<file path="config.mk">
export PLATFORM = sky130hd
export DESIGN_NAME = sto_peak_search_flat
export DESIGN_NICKNAME = d
export VERILOG_FILES = /design/src/rtl/sto_peak_search_if.sv /design/src/rtl/sto_peak_search.sv /design/src/flat_wrapper.sv
export SDC_FILE = /design/constraint.sdc
export NUM_CORES = 1
export LEC_CHECK = 0
export CAP_MARGIN = 30
export CORE_AREA = 2 2 115 145
export DETAILED_ROUTE_END_ITERATION = 10
export DIE_AREA = 0 0 117 147
export PLACE_DENSITY = 0.7
export SYNTH_ARGS = -nofsm -noshare
export SYNTH_HDL_FRONTEND = slang
export SYNTH_SLANG_ARGS = --single-unit
</file>
<file path="constraint.sdc">
create_clock -name clk -period 3.8 [get_ports clk]
set_input_delay 0.76 -clock clk [delete_from_list [all_inputs] [get_ports clk]]
set_output_delay 0.76 -clock clk [all_outputs]
set_load 0.02 [all_outputs]
</file>
<file path="src/rtl/sto_peak_search_if.sv">
`default_nettype none
// ============================================================================
// Module   : sto_peak_search_if
// Summary  : Control, metric-stream and estimate bundle for sto_peak_search.
// Revision : 1.0  initial release
// ============================================================================
interface sto_peak_search_if #(
   parameter int LEN_W = 12,
   parameter int IDX_W = 13,
   parameter int MET_W = 16
);
   logic             start;
   logic [LEN_W-1:0] nfft;
   logic [LEN_W-1:0] ng;
   logic [LEN_W-1:0] com_delay;
   logic             met_valid;
   logic [MET_W-1:0] met;

   logic             busy;
   logic             est_valid;
   logic [LEN_W-1:0] est_sto;
   logic [IDX_W-1:0] peak_idx;
   logic [MET_W-1:0] peak_met;
   logic             err;

   modport master (
      output start, nfft, ng, com_delay, met_valid, met,
      input  busy, est_valid, est_sto, peak_idx, peak_met, err
   );

   modport slave (
      input  start, nfft, ng, com_delay, met_valid, met,
      output busy, est_valid, est_sto, peak_idx, peak_met, err
   );
endinterface
`default_nettype wire

</file>
<file path="src/rtl/sto_peak_search.sv">
`default_nettype none
// ============================================================================
// Module   : sto_peak_search
// Summary  : Searches one Nfft+Ng window of CP metrics for its peak and emits
//            est_sto = W - com_delay - peak_idx, clamped with a range flag.
//            Define STO_AVG_EN to average 2^AVG_LOG2 windows per estimate.
// Revision : 1.0  initial release
// ============================================================================
module sto_peak_search #(
   parameter int LEN_W    = 12,
   parameter int IDX_W    = 13,
   parameter int MET_W    = 16,
   parameter int AVG_LOG2 = 2
) (
   input  logic             clk,
   input  logic             rst_n,
   sto_peak_search_if.slave bus
);

   localparam int c_W_W = LEN_W + 1;
   localparam int c_D_W = LEN_W + IDX_W;
   localparam logic signed [c_D_W-1:0] c_EST_MAX = c_D_W'((64'd1 << LEN_W) - 64'd1);

   localparam logic [1:0] c_IDLE   = 2'd0;
   localparam logic [1:0] c_SEARCH = 2'd1;
   localparam logic [1:0] c_CALC   = 2'd2;

   if (AVG_LOG2 < 1 || AVG_LOG2 > 8) begin : g_avg_log2_check
      $error("sto_peak_search: AVG_LOG2 must be in 1..8");
   end

   logic [1:0]       state_q,     state_d;
   logic [c_W_W-1:0] win_len_q,   win_len_d;
   logic [LEN_W-1:0] com_delay_q, com_delay_d;
   logic [IDX_W-1:0] cnt_q,       cnt_d;
   logic [IDX_W-1:0] max_idx_q,   max_idx_d;
   logic [MET_W-1:0] max_met_q,   max_met_d;

   logic             est_valid_q, est_valid_d;
   logic [LEN_W-1:0] est_sto_q,   est_sto_d;
   logic [IDX_W-1:0] peak_idx_q,  peak_idx_d;
   logic [MET_W-1:0] peak_met_q,  peak_met_d;
   logic             err_q,       err_d;

   logic [c_W_W-1:0]        w_start_len;
   logic [c_W_W-1:0]        w_last;
   logic signed [c_D_W-1:0] w_d;

   assign w_start_len = c_W_W'(bus.nfft) + c_W_W'(bus.ng);
   assign w_last      = win_len_q - c_W_W'(1);

   // Zero-extended operands, so the subtraction lands as a signed distance
   assign w_d = c_D_W'(win_len_q) - c_D_W'(com_delay_q) - c_D_W'(max_idx_q);

`ifdef STO_AVG_EN
   localparam int c_A_W = c_D_W + AVG_LOG2;
   localparam logic [AVG_LOG2-1:0] c_LAST_WIN = {AVG_LOG2{1'b1}};

   logic signed [c_A_W-1:0] acc_q, acc_d;
   logic [AVG_LOG2-1:0]     win_cnt_q, win_cnt_d;
   logic signed [c_A_W-1:0] w_acc_sum;
   logic signed [c_D_W-1:0] w_acc_avg;

   assign w_acc_sum = acc_q + c_A_W'(w_d);
   assign w_acc_avg = c_D_W'(w_acc_sum >>> AVG_LOG2);
`endif

   // Returns {err, est_sto}
   function automatic logic [LEN_W:0] f_clamp(input logic signed [c_D_W-1:0] v);
      if (v[c_D_W-1]) begin
         return {1'b1, {LEN_W{1'b0}}};
      end else if (v > c_EST_MAX) begin
         return {1'b1, {LEN_W{1'b1}}};
      end else begin
         return {1'b0, v[LEN_W-1:0]};
      end
   endfunction

   always_comb begin
      state_d     = state_q;
      win_len_d   = win_len_q;
      com_delay_d = com_delay_q;
      cnt_d       = cnt_q;
      max_idx_d   = max_idx_q;
      max_met_d   = max_met_q;
      est_valid_d = 1'b0;
      est_sto_d   = est_sto_q;
      peak_idx_d  = peak_idx_q;
      peak_met_d  = peak_met_q;
      err_d       = err_q;
`ifdef STO_AVG_EN
      acc_d       = acc_q;
      win_cnt_d   = win_cnt_q;
`endif

      // start wins over everything, including a coincident final sample
      if (bus.start) begin
         win_len_d   = w_start_len;
         com_delay_d = bus.com_delay;
         cnt_d       = '0;
         max_idx_d   = '0;
         max_met_d   = '0;
         state_d     = (w_start_len == '0) ? c_CALC : c_SEARCH;
`ifdef STO_AVG_EN
         acc_d       = '0;
         win_cnt_d   = '0;
`endif
      end else begin
         case (state_q)
            c_SEARCH: begin
               if (bus.met_valid) begin
                  if (cnt_q == '0 || bus.met > max_met_q) begin
                     max_met_d = bus.met;
                     max_idx_d = cnt_q;
                  end
                  if (c_W_W'(cnt_q) == w_last) begin
                     state_d = c_CALC;
                  end else begin
                     cnt_d = cnt_q + IDX_W'(1);
                  end
               end
            end

            c_CALC: begin
`ifdef STO_AVG_EN
               if (win_cnt_q == c_LAST_WIN) begin
                  {err_d, est_sto_d} = f_clamp(w_acc_avg);
                  peak_idx_d  = max_idx_q;
                  peak_met_d  = max_met_q;
                  est_valid_d = 1'b1;
                  acc_d       = '0;
                  win_cnt_d   = '0;
                  state_d     = c_IDLE;
               end else begin
                  acc_d     = w_acc_sum;
                  win_cnt_d = win_cnt_q + 1'b1;
                  cnt_d     = '0;
                  max_idx_d = '0;
                  max_met_d = '0;
                  state_d   = (win_len_q == '0) ? c_CALC : c_SEARCH;
               end
`else
               {err_d, est_sto_d} = f_clamp(w_d);
               peak_idx_d  = max_idx_q;
               peak_met_d  = max_met_q;
               est_valid_d = 1'b1;
               state_d     = c_IDLE;
`endif
            end

            c_IDLE:  state_d = c_IDLE;
            default: state_d = c_IDLE;
         endcase
      end
   end

   always_ff @(posedge clk or negedge rst_n) begin
      if (!rst_n) begin
         state_q     <= c_IDLE;
         win_len_q   <= '0;
         com_delay_q <= '0;
         cnt_q       <= '0;
         max_idx_q   <= '0;
         max_met_q   <= '0;
         est_valid_q <= 1'b0;
         est_sto_q   <= '0;
         peak_idx_q  <= '0;
         peak_met_q  <= '0;
         err_q       <= 1'b0;
      end else begin
         state_q     <= state_d;
         win_len_q   <= win_len_d;
         com_delay_q <= com_delay_d;
         cnt_q       <= cnt_d;
         max_idx_q   <= max_idx_d;
         max_met_q   <= max_met_d;
         est_valid_q <= est_valid_d;
         est_sto_q   <= est_sto_d;
         peak_idx_q  <= peak_idx_d;
         peak_met_q  <= peak_met_d;
         err_q       <= err_d;
      end
   end

`ifdef STO_AVG_EN
   always_ff @(posedge clk or negedge rst_n) begin
      if (!rst_n) begin
         acc_q     <= '0;
         win_cnt_q <= '0;
      end else begin
         acc_q     <= acc_d;
         win_cnt_q <= win_cnt_d;
      end
   end
`endif

   assign bus.busy      = (state_q != c_IDLE);
   assign bus.est_valid = est_valid_q;
   assign bus.est_sto   = est_sto_q;
   assign bus.peak_idx  = peak_idx_q;
   assign bus.peak_met  = peak_met_q;
   assign bus.err       = err_q;

endmodule
`default_nettype wire

</file>
<file path="src/flat_wrapper.sv">
// flat-port wrapper written by rule: the top's interface ports become plain ports
module sto_peak_search_flat 
#(
   parameter int LEN_W    = 12,
   parameter int IDX_W    = 13,
   parameter int MET_W    = 16,
   parameter int AVG_LOG2 = 2
)
  (clk, rst_n, bus_start, bus_nfft, bus_ng, bus_com_delay, bus_met_valid, bus_met, bus_busy, bus_est_valid, bus_est_sto, bus_peak_idx, bus_peak_met, bus_err);
  sto_peak_search_if #(.LEN_W(LEN_W), .IDX_W(IDX_W), .MET_W(MET_W)) bus_i ();
  input  logic clk;
  input  logic rst_n;
  input wire logic [$bits(bus_i.start)-1:0] bus_start;
  input wire logic [$bits(bus_i.nfft)-1:0] bus_nfft;
  input wire logic [$bits(bus_i.ng)-1:0] bus_ng;
  input wire logic [$bits(bus_i.com_delay)-1:0] bus_com_delay;
  input wire logic [$bits(bus_i.met_valid)-1:0] bus_met_valid;
  input wire logic [$bits(bus_i.met)-1:0] bus_met;
  output wire logic [$bits(bus_i.busy)-1:0] bus_busy;
  output wire logic [$bits(bus_i.est_valid)-1:0] bus_est_valid;
  output wire logic [$bits(bus_i.est_sto)-1:0] bus_est_sto;
  output wire logic [$bits(bus_i.peak_idx)-1:0] bus_peak_idx;
  output wire logic [$bits(bus_i.peak_met)-1:0] bus_peak_met;
  output wire logic [$bits(bus_i.err)-1:0] bus_err;
  assign bus_i.start = bus_start;
  assign bus_i.nfft = bus_nfft;
  assign bus_i.ng = bus_ng;
  assign bus_i.com_delay = bus_com_delay;
  assign bus_i.met_valid = bus_met_valid;
  assign bus_i.met = bus_met;
  assign bus_busy = bus_i.busy;
  assign bus_est_valid = bus_i.est_valid;
  assign bus_est_sto = bus_i.est_sto;
  assign bus_peak_idx = bus_i.peak_idx;
  assign bus_peak_met = bus_i.peak_met;
  assign bus_err = bus_i.err;
  sto_peak_search #(.LEN_W(LEN_W), .IDX_W(IDX_W), .MET_W(MET_W), .AVG_LOG2(AVG_LOG2)) u_core (.clk(clk), .rst_n(rst_n), .bus(bus_i));
endmodule
</file>
==> results.json <==
{
  "run_status": "completed",
  "dieWidth_microns": 117,
  "avgSynthCellArea_sq_um": 9.363,
  "final_worst_path_period_share_pct": 96.91,
  "ys_types": 62,
  "final_net_count": 970,
  "vias": 5667,
  "number_of_levels_the_h_tree_was_split_into": 3,
  "worst_ir_drop_vdd_v": 0.0002334,
  "fp.dieArea_sq_um": 17200,
  "sequential_fraction_of_design_power_pct": 30.9,
  "critPathMaxStageDelay_ps": 550,
  "leakage_nw": 4.017,
  "drt_pass1_iterations": 5,
  "overall_power_w": 0.004337,
  "timing.final.hold_violations": 0,
  "synth.ff_latch_count": 112,
  "global_route.usage.total_pct": 19.73,
  "post_drt_via_cell_ratio": 5.267,
  "finalWirelength_microns": 16260,
  "postSynthNetCount": 864,
  "initial_utilization_pct": 44.00,
  "pin_count_of_the_biggest_net_entering_global_routing": 72,
  "slew_violations": 0,
  "timing.final.crit_period_ps": 3683,
  "drt_iter0_markers": 435,
  "cell_internal_pwr_w": 0.002787,
  "fp.coreArea_sq_um": 15940,
  "maxCapViolCount": 0,
  "fin_cells": 1076,
  "crit_path_cell_trace": "inv_2 > ha_4 > inv_2 > fa_2 > a21o_1 > a21oi_2 > o21bai_1 > a21oi_2 > o21bai_1 > a21oi_1 > xnor2_1 > ha_1 > nand2_1 > nand2_1 > a211oi_1 > o22ai_1 > a21oi_1 > or4_4 > nand3_4 > a22oi_1",
  "holdBufCountCts": 0,
  "cp_data_required_time_ps": 4020,
  "slew_headroom_pct": 59.38,
  "cp_data_arrival_time_ps": 3900,
  "clk_transition_reported_paths_ps": 80,
  "drive_above_1_share_pct": 10.23,
  "post-route-drc-count": 0,
  "io_buffer_count": 99,
  "switching_power_w": 0.001550,
  "post-place-ws_ps": -51.40,
  "antenna-diode-count": 0,
  "clock_sink_count": 112,
  "tightest_slew_ps": 609.3,
  "async_reset_ff_share_pct": 100.0,
  "die-height_microns": 147,
  "mostFrequentLayoutCells": "dfrtp_1 (112), clkdlybuf4s50_1 (97), nand2_1 (76)",
  "routabilityCongestion": 0.9144,
  "wire_per_inst_microns": 15.11,
  "maximum_clock_frequency_mhz": 271.5,
  "total_standard_cell_area_after_synthesis_sq_um": 7013,
  "grt_overflow": 0,
  "path_max_fanout": 7,
  "synth.yosys.warnings": 0,
  "yosys_most_used_dff": "dfrtp_1",
  "fin_worst_skew_ps": 10.91,
  "power.share.combinational_pct": 43.4,
  "path_class": "flop to flop",
  "swShare_pct": 35.75,
  "cts-buffers-inserted": 9,
  "count_of_flip_flops_with_a_built_in_enable_after_synthesis": 0,
  "timing.final.ws_setup_ps": 117.3,
  "critPathSlowestCell": "or4_4",
  "clockRootBuffer": "clkbuf_16",
  "grt_first_pass_wirelength_microns": 26710,
  "drtAntennaViolNets": 0,
  "power_density_nw_per_um2": 490.9,
  "mostFrequentLayoutCell": "dfrtp_1",
  "rsz_0062_raised_after_global_routing": "true",
  "cts_buffer_depth": 2,
  "via_count_of_the_first_global_routing_pass": 5424,
  "cts_tree": "yes",
  "setup_viol": 0,
  "clk_latency_ps": 350,
  "filler_cell_count": 1420,
  "min_path_type": "input port to async pin",
  "endpoint_kind": "flop",
  "syn-instance-count": 749,
  "crit_path_start_kind": "flop",
  "clock_power_share_pct": 25.7,
  "ff2ff_path_depth": 20,
  "rows": 52,
  "placed_cells_incl_taps": 1056,
  "synth_seq_area_share_pct": 39.96,
  "floorplan.io_pins": 100,
  "antenna_violations_before_repair": 0,
  "post-dp-hpwl_microns": 12290,
  "area.growth.synth_to_final_pct": 25.98
}
==> cell usage after synthesis, drive strengths merged (19+ instances only) <==
library cell	count	area, sq um
a21oi	37	185.2
clkbuf	21	80.07
dfrtp	112	2803
ha	56	700.7
inv	69	259.0
mux2	27	311.5
mux2i	23	230.2
nand2	77	289.0
nand2b	24	150.1
nor2	34	130.1
o21ai	57	285.3
xnor2	26	227.7
xor2	19	166.4
==> power groups by stage <==
stage	registers, W	logic (W)	clock network (W)
final	0.00134	0.00188	0.00111
after global routing	0.00135	0.00210	0.00118
after CTS	0.00134	0.00182	0.00113
after detailed placement	0.00136	0.00179	0
after global placement	0.00136	0.00179	0
after floorplan	0.00137	0.00126	0
==> layout make-up <==
class                   count  area (sq um)  area share, %
repair buffers            122          1181          13.37
flip-flops and latches    112          2803          31.72
well taps                 216         270.3          3.059
multi-input cells         540          3963          44.85
clock buffers              10         229.0          2.592
inverters                  70         262.8          2.974
clock inverters             6         126.4          1.430
==> final timing paths <==
path,from,endpoint,slack [ps]
min in group clk,u_core.bus.peak_met[14],u_core.bus.peak_met[14],480
min reg2reg,u_core.bus.peak_met[14],u_core.bus.peak_met[14],480
max reg2reg,u_core.win_len_q[0],u_core.bus.est_sto[1],120
max in group asynchronous,rst_n,u_core.win_len_q[4],2640
min,rst_n,u_core.bus.peak_met[5],380
max,u_core.win_len_q[0],u_core.bus.est_sto[1],120
==> sequential cells by signal, summed over array words and instances (netlist names) <==
signal,cells
u_core.bus.peak_met,16
u_core.bus.est_sto,12
u_core.bus.peak_idx,13
u_core.state_q,2
u_core.max_idx_q,13
u_core.bus.err,1
u_core.bus.est_valid,1
u_core.cnt_q,13
u_core.max_met_q,16
u_core.com_delay_q,12
u_core.win_len_q,13
==> per-layer routing <==
layer / vias to the layer above / GRT usage [%] / wire length [microns]
met4: 0 / 7.118 / 480
met5: - / 0 / 0
li1: 2817 / - / -
met1: 2679 / 26.10 / 7159
met3: 28 / 3.507 / 619
met2: 143 / 32.25 / 8002
==> stage by stage <==
step                utilization [%]  instance area (sq um)  setup TNS (ps)  hold slack (ps)
floorplan                         -                   7037               0            459.3
global placement              52.40                   8353               0            459.7
detailed placement            52.40                   8353          -366.6            467.3
CTS                           54.95                   8758               0            407.0
global route                  55.42                   8835          -992.6            420.3
finish                        55.42                   8835               0            382.5
==> cells by family (layout without fill, tap and decap cells) <==
family	count (synthesis)	in the layout	share of synthesized area, %
adder cells (fa/ha/maj)	59	59	10.85
AND/OR/NAND/NOR	220	222	15.93
multiplexers	50	50	7.725
AO/OA/AOI/OAI	164	164	14.43
flip-flops	112	112	39.96
buffers and inverters	99	208	5.477
XOR/XNOR	45	45	5.620
==> timing repair <==
action / CTS / global route
resized for setup: 6 / 16
setup endpoints to repair: 13 / 13
gates cloned: 1 / 1
buffers inserted: 1 / 1
pin swaps: 6 / 12
==> worst max-delay path, delay by kind of cell, from the launching register on <==
kind / cells / cell delay, ps
AOI/OAI and AO/OA: 10 / 1320
xor gates and xnor gates: 1 / 80
adders and majority gates: 3 / 830
buffers and inverters: 2 / 110
DFF: 1 / 390
and+or+nand+nor: 4 / 820
Note: power is estimated with default switching activity, not from simulation.
